--- src/rtl/key_debounce_multi.sv ---
// N-channel push-button conditioner: 2-flop synchroniser, counter debounce,
// and per-channel press / release / long-press / auto-repeat pulses.
module key_debounce_multi #(
    parameter int NUM_KEYS        = 4,
    parameter int ACTIVE_LOW      = 1,
    parameter int DEBOUNCE_CYCLES = 1_000_000,
    parameter int LONG_CYCLES     = 50_000_000,
    parameter int REPEAT_CYCLES   = 10_000_000,
    parameter int REPEAT_EN       = 1
) (
    input  logic                clk,
    input  logic                rst,
    input  logic [NUM_KEYS-1:0] key_in,
    output logic [NUM_KEYS-1:0] key_state,
    output logic [NUM_KEYS-1:0] press_pulse,
    output logic [NUM_KEYS-1:0] release_pulse,
    output logic [NUM_KEYS-1:0] long_pulse,
    output logic [NUM_KEYS-1:0] repeat_pulse,
    output logic                any_press
);

    localparam int DW = $clog2(DEBOUNCE_CYCLES);
    localparam int HW = $clog2(LONG_CYCLES);
    localparam int RW = $clog2(REPEAT_CYCLES);

    localparam logic [DW-1:0] DB_LAST   = DW'(DEBOUNCE_CYCLES - 1);
    localparam logic [DW-1:0] DB_ONE    = DW'(1);
    localparam logic [HW-1:0] HOLD_LAST = HW'(LONG_CYCLES - 1);
    localparam logic [HW-1:0] HOLD_PRE  = HW'(LONG_CYCLES - 2);
    localparam logic [HW-1:0] HOLD_ONE  = HW'(1);
    localparam logic [RW-1:0] REP_LAST  = RW'(REPEAT_CYCLES - 1);
    localparam logic [RW-1:0] REP_ONE   = RW'(1);
    localparam logic [NUM_KEYS-1:0] IDLE_PIN =
        (ACTIVE_LOW != 0) ? {NUM_KEYS{1'b1}} : {NUM_KEYS{1'b0}};

    typedef enum logic [1:0] {
        RELEASED     = 2'd0,
        PRESS_WAIT   = 2'd1,
        HELD         = 2'd2,
        RELEASE_WAIT = 2'd3
    } state_t;

    logic [NUM_KEYS-1:0] sync1_q, sync1_d, sync2_q, sync2_d;
    logic [NUM_KEYS-1:0] pr;
    state_t              state_q [NUM_KEYS];
    state_t              state_d [NUM_KEYS];
    logic [NUM_KEYS-1:0][DW-1:0] db_q, db_d;
    logic [NUM_KEYS-1:0][HW-1:0] hold_q, hold_d;
    logic [NUM_KEYS-1:0][RW-1:0] rep_q, rep_d;
    logic [NUM_KEYS-1:0] key_state_q, key_state_d;
    logic [NUM_KEYS-1:0] press_q, press_d, release_q, release_d;
    logic [NUM_KEYS-1:0] long_q, long_d, repeat_q, repeat_d;

    assign sync1_d = key_in;
    assign sync2_d = sync1_q;
    assign pr      = (ACTIVE_LOW != 0) ? ~sync2_q : sync2_q;

    // Per-channel debounce / hold FSM; counters only move in the states that own them.
    always_comb begin
        for (int k = 0; k < NUM_KEYS; k++) begin
            state_d[k]     = state_q[k];
            db_d[k]        = db_q[k];
            hold_d[k]      = hold_q[k];
            rep_d[k]       = rep_q[k];
            key_state_d[k] = key_state_q[k];
            press_d[k]     = 1'b0;
            release_d[k]   = 1'b0;
            long_d[k]      = 1'b0;
            repeat_d[k]    = 1'b0;
            case (state_q[k])
                RELEASED: begin
                    if (pr[k]) begin
                        state_d[k] = PRESS_WAIT;
                        db_d[k]    = '0;
                    end else begin
                        state_d[k] = RELEASED;
                    end
                end
                PRESS_WAIT: begin
                    if (!pr[k]) begin
                        state_d[k] = RELEASED;
                    end else if (db_q[k] == DB_LAST) begin
                        state_d[k]     = HELD;
                        press_d[k]     = 1'b1;
                        key_state_d[k] = 1'b1;
                        hold_d[k]      = '0;
                        rep_d[k]       = '0;
                    end else begin
                        db_d[k] = db_q[k] + DB_ONE;
                    end
                end
                HELD: begin
                    if (!pr[k]) begin
                        state_d[k] = RELEASE_WAIT;
                        db_d[k]    = '0;
                    end else if (hold_q[k] != HOLD_LAST) begin
                        hold_d[k] = hold_q[k] + HOLD_ONE;
                        // Saturation makes this transition happen once per press.
                        if (hold_q[k] == HOLD_PRE) begin
                            long_d[k] = 1'b1;
                            rep_d[k]  = '0;
                        end else begin
                            long_d[k] = 1'b0;
                        end
                    end else if (REPEAT_EN != 0) begin
                        if (rep_q[k] == REP_LAST) begin
                            repeat_d[k] = 1'b1;
                            rep_d[k]    = '0;
                        end else begin
                            rep_d[k] = rep_q[k] + REP_ONE;
                        end
                    end else begin
                        rep_d[k] = rep_q[k];
                    end
                end
                RELEASE_WAIT: begin
                    if (pr[k]) begin
                        state_d[k] = HELD;
                    end else if (db_q[k] == DB_LAST) begin
                        state_d[k]     = RELEASED;
                        release_d[k]   = 1'b1;
                        key_state_d[k] = 1'b0;
                    end else begin
                        db_d[k] = db_q[k] + DB_ONE;
                    end
                end
                default: begin
                    state_d[k] = RELEASED;
                end
            endcase
        end
    end

    // State, counter, synchroniser and output registers.
    always_ff @(posedge clk or posedge rst) begin
        if (rst) begin
            sync1_q     <= IDLE_PIN;
            sync2_q     <= IDLE_PIN;
            db_q        <= '0;
            hold_q      <= '0;
            rep_q       <= '0;
            key_state_q <= '0;
            press_q     <= '0;
            release_q   <= '0;
            long_q      <= '0;
            repeat_q    <= '0;
            for (int k = 0; k < NUM_KEYS; k++) begin
                state_q[k] <= RELEASED;
            end
        end else begin
            sync1_q     <= sync1_d;
            sync2_q     <= sync2_d;
            db_q        <= db_d;
            hold_q      <= hold_d;
            rep_q       <= rep_d;
            key_state_q <= key_state_d;
            press_q     <= press_d;
            release_q   <= release_d;
            long_q      <= long_d;
            repeat_q    <= repeat_d;
            for (int k = 0; k < NUM_KEYS; k++) begin
                state_q[k] <= state_d[k];
            end
        end
    end

    assign key_state     = key_state_q;
    assign press_pulse   = press_q;
    assign release_pulse = release_q;
    assign long_pulse    = long_q;
    assign repeat_pulse  = repeat_q;
    assign any_press     = |press_q;

endmodule

--- config.mk ---
export PLATFORM = sky130hd
export DESIGN_NAME = key_debounce_multi
export DESIGN_NICKNAME = d
export VERILOG_FILES = /design/src/rtl/key_debounce_multi.sv
export SDC_FILE = /design/constraint.sdc
export NUM_CORES = 1
export LEC_CHECK = 0
export CAP_MARGIN = 10
export CORE_MARGIN = 2
export CORE_UTILIZATION = 45
export DETAILED_ROUTE_END_ITERATION = 6
export GPL_TIMING_DRIVEN = 0
export HOLD_SLACK_MARGIN = 0.03
export SKIP_CTS_REPAIR_TIMING = 1
export SLEW_MARGIN = 30
export SYNTH_ARGS = -nofsm -noshare
export SYNTH_HDL_FRONTEND = slang
export SYNTH_SLANG_ARGS = --single-unit
--- constraint.sdc ---
create_clock -name clk -period 11.4 [get_ports clk]
set_clock_uncertainty 0.15 [all_clocks]
set_input_delay 2.85 -clock clk [delete_from_list [all_inputs] [get_ports clk]]
set_output_delay 2.85 -clock clk [all_outputs]
set_load 0.005 [all_outputs]
=== Yosys cells after proc, flatten, opt, wreduce, memory -nomap -nowiden ===
Cells that the tools add are included.

* Memory bits (writable): 0
* Word-level logic and storage cells: 316
* Bits in registers: 316
* Memories kept: 0
* Bits in read-only memories: 0
* Latch bits: 0
* Output and inout port bits: 21
* Bits of input ports: 6

* Equality and inequality tests: 72
* Reductions and logical operators: 33
* Mux-type cells: 172
* Bitwise operators: 1
* Div/mod/pow operators: 0
* Add/subtract/negate cells: 12
* Shift operators: 0
* $mul: 0
* Order comparisons: 0

{| class="wikitable"
|+ Operators by type and width
! operator !! count
|-
| 2-to-1 mux 24 bit || 24
|-
| 2-to-1 mux 26 bit || 16
|-
| 2-to-1 mux 20 bit || 20
|-
| case mux 20 bit (4 select lines) || 4
|-
| case mux 26 bit (2 select lines) || 4
|-
| case mux 24 bit (2 select lines) || 4
|-
| adder 26 x 1 -> 26 bit (second input constant) || 4
|-
| equality test 26 bit (second input constant) || 4
|-
| != test 26 bit (second input constant) || 4
|-
| adder 24 x 1 -> 24 bit (second input constant) || 4
|-
| equality test 24 bit (second input constant) || 4
|-
| adder 20 x 1 -> 20 bit (second input constant) || 4
|-
| equality test 20 bit (second input constant) || 4
|-
| 2-to-1 mux 1 bit || 72
|-
| != test 2 bit (second input constant) || 32
|-
| AND reduction 5 bit || 12
|-
| 2-to-1 mux 2 bit || 20
|-
| != test 3 bit (second input constant) || 12
|-
| case mux 2 bit (4 select lines) || 4
|-
| equality test 2 bit (second input constant) || 8
|-
| AND reduction 4 bit || 4
|-
| nonzero test 2 bit || 8
|-
| AND reduction 3 bit || 4
|-
| equality test 2 x 1 -> 1 bit (second input constant) || 4
|-
| other kinds (4) || 10
|}

=== Longest topological paths before layout ===
* Word-level depth: 5
* Gate-level depth with buffers: 10
* Gate-level depth less buffers: 8

=== Worst setup path before layout ===
OpenSTA, ideal clock, no wires.

* Path type: register to output
* Start point: register press_q[1] (netlist: press_pulse[1])
* End point: output any_press
* Arrival: 894 ps
* Path buffers: 0
* Data required time: 8400 ps
* Path slack: 7506 ps
* Stages on the path, launching flop included: 2
* Path through: dfrtp_1 > or4_1

* Longest elaborated chain between the ends: 1

{| class="wikitable"
|+ RTL lines
! element !! line !! text
|-
| start, declared || 51 || <nowiki>logic [NUM_KEYS-1:0] press_q, press_d, release_q, release_d;</nowiki>
|-
| start signal, assigned || 157 || <nowiki>press_q <= press_d;</nowiki>
|-
| OR reduction 4 bit || 172 || <nowiki>assign any_press = |press_q;</nowiki>
|-
| end, declared || 19 || <nowiki>output logic any_press</nowiki>
|}

Every way passes these cells.

=== Worst setup path after layout ===
* Start point: register press_q[3] (netlist: press_pulse[3])
* End point: output any_press

Same word-level chain as after synthesis.

==> summary.txt <==
Final Max Tran Viols - 0
Worst-Margin Slew - 913 ps
Dpl hpwl - 27.1 mm
YS warnings - 0
Yosys reg bits - 316
Pwr/cell area - 125 nW/µm²
Tmin final - 4910 ps
Final Cycle Share - 0.431
CP Class - register to output pin
Metal3 WL - 1.69 mm
Core box area - 37400 µm²
Die Y - 198 µm
Largest net degree at the start of global routing - 30
Synthesized cell area - 17000 µm²
Worst reg2reg path endpoint - rep_q[81]
Number of diodes - 0
Fin. Hold Viols - 0
Avg Cell Area, Syn - 8.81 µm²
RSZ-0062 raised after global routing - no
Drt total wl - 39.9 mm
Die area - 39300 µm²
Top_reg_cell synth - dfrtp_1
CTS tree - done
Slowest stage cell on the critical path - or4_1
Cells along the critical path - or4_1 > clkdlybuf4s50_1
Via count - 14700
Latest clock arrival within the worst-skew pair - 550 ps
FF-to-FF setup slack - 7850 ps
Initial drt markers - 985
Wire per inst - 15.7 µm
Reg2Reg Depth - 8
Post-synth EDFFs - 0
Antenna violations before repair - 0
Met2 routed WL - 17.9 mm
Routed vias/inst - 5.78
Rows - 71
Critical path's top delay family - simple AND/OR/NAND/NOR gates
Setup TNS - 0 ps
Final setup fails - 0
Syn-to-layout area delta - 14.4%
Critical Path Start Type - register
Peak Freq - 204 MHz
Drt drc - 0
First-pass GRT wire length - 68.7 mm
Crit path buffers/inverters - 1
CTS Buffer Depth - 3
Status - completed
Max_cap viols - 0
Drt first pass iters - 5
Grt ovf - 0
Slew headroom - 0.387
Root buffer cell - clkbuf_16
Share of layout cells above drive strength 1 - 0.0542
CP endpoint kind - output pin
Worst path required time - 8400 ps
Hold path startpoint - sync1_q[2]
Clk sink count - 316
CP peak stage delay - 480 ps
Tot GR Track Use - 0.210
Final net count - 2027
Hold Path Stages - 0
Finished Cell Area - 19400 µm²
Metal1 wirelength - 19.6 mm
Placement Cell Area - 18200 µm²
Io pins - 27
Gp weighted congestion - 0.838
Worst Hold Class - register to register
Worst IR Drop VDD - 122 µV
Worst-path fanout max - 2
CTS Buf Count - 37
H-Tree Depth - 2
Starting Density - 0.454
Crit path arrival time - 1910 ps
Top Layer Used - met4
Net Count, Synth - 1950
Clock transition at path regs - 60 ps
Vias in the first global route - 13900
WHS Endpoint - sync2_q[2]
Synth unique cells - 67
Die width - 198 µm
Fraction of registers with async set/reset - 1.00
R2R Path Start - hold_q[94]
Seq/Total Area, Yosys - 0.466
Synth Instances - 1928
PortBufs - 26
Leakage - 0.00781 µW
Detail Route Antenna Nets - 0
Fillers - 3519
cells in the mapped netlist (all sizes together) (36+ instances only):
| master | instances | area share |
|---|---|---|
| a21oi | 63 | 0.019 |
| a31oi | 57 | 0.021 |
| and3 | 46 | 0.017 |
| clkbuf | 80 | 0.018 |
| dfrtp | 308 | 0.45 |
| inv | 39 | 0.0086 |
| nand2 | 178 | 0.039 |
| nand3 | 134 | 0.039 |
| nand4 | 85 | 0.031 |
| nor2 | 185 | 0.041 |
| nor3 | 46 | 0.014 |
| nor4 | 42 | 0.017 |
| o21ai | 234 | 0.070 |
| o31ai | 57 | 0.025 |
| or3 | 38 | 0.014 |
| xnor2 | 36 | 0.019 |
| xor2 | 39 | 0.020 |
kinds of logic (layout without fill, tap and decap cells):
| kind of cell | Yosys count | count (layout) | share of synthesized area |
|---|---|---|---|
| simple gates | 912 | 912 | 0.284 |
| compound gates | 475 | 475 | 0.165 |
| flops | 316 | 316 | 0.466 |
| buf+inv | 127 | 229 | 0.0297 |
| xor+xnor | 75 | 75 | 0.0387 |
| fa+ha+maj | 16 | 16 | 0.0118 |
| mux | 7 | 7 | 0.00412 |
registers in the layout (all words and copies together) (netlist names), named ones only:
register       count
hold_q           104
rep_q             96
db_q              80
key_state          4
long_pulse         4
press_pulse        4
release_pulse      4
repeat_pulse       4
state_q            4
sync1_q            4
sync2_q            4
how the worst max path moves through the flow:
stage / endpoint / start / slack [ps] / cells after the start
floorplan: async pin / rst / 4200 / 1
global placement: hold_q[29] / rst / 1750 / 2
detailed placement: sync2_q[1] / rst / 6190 / 8
CTS: any_press / press_pulse[3] / 6450 / 2
global route: any_press / press_pulse[3] / 6420 / 2
finish: any_press / press_pulse[3] / 6490 / 2
stage by stage:
stage | hold WS (ps) | std cells | util | power, µW | setup WS [ps]
final | 207 | 2541 | 0.520 | 2440 | 6490
after detailed placement | 197 | 2477 | 0.486 | 1220 | 6190
after global routing | 209 | 2541 | 0.520 | 2530 | 6420
after global placement | 195 | 2465 | 0.478 | 1210 | 1750
after floorplan | 195 | 1928 | - | 1190 | 4200
after CTS | 205 | 2541 | 0.519 | 2480 | 6450
report_power, final:
part / switching, µW / internal (µW)
clock: 478 / 763
combinational: 39.0 / 18.7
sequential: 9.31 / 1130
final cells by class:
| type | count | area [µm²] | share of cell area |
|---|---|---|---|
| Timing Repair Buffer | 38 | 523 | 0.0269 |
| Tap cell | 511 | 639 | 0.0329 |
| Sequential cell | 316 | 7920 | 0.407 |
| Buffer | 88 | 358 | 0.0184 |
| Inverter | 39 | 150 | 0.00772 |
| Clock inverter | 11 | 159 | 0.00817 |
| Multi-Input combinational cell | 1485 | 8590 | 0.442 |
| Clock buffer | 53 | 1110 | 0.0569 |
cells in the final DEF, fill, tap and decap left out, types with 7 or more instances in the layout:
master / count
dfrtp_1: 308
a21o_1: 13
clkbuf_8: 12
nor4_1: 38
or3_1: 38
nor2_1: 185
o31ai_1: 57
or4_1: 17
and2_1: 19
and4_1: 20
buf_12: 9
nand4_1: 85
o21ai_0: 228
clkbuf_1: 84
a31oi_1: 56
clkdlybuf4s50_1: 26
ha_1: 16
xor2_1: 39
inv_1: 38
nor3_1: 45
and3_1: 46
nand2b_1: 22
o41ai_1: 9
xnor2_1: 36
nor2b_1: 16
nor4b_1: 14
a41oi_1: 8
a21oi_1: 62
nand3_1: 134
dfstp_2: 8
nand4b_1: 9
clkbuf_16: 37
nand2_1: 178
mux2i_1: 7
per-layer routing:
metal	up-vias	GRT usage
met1	7093	0.301
met3	51	0.0303
met4	0	0.0649
met2	275	0.327
li1	7275	-
met5	-	0
Note: power is estimated with default switching activity, not from simulation.
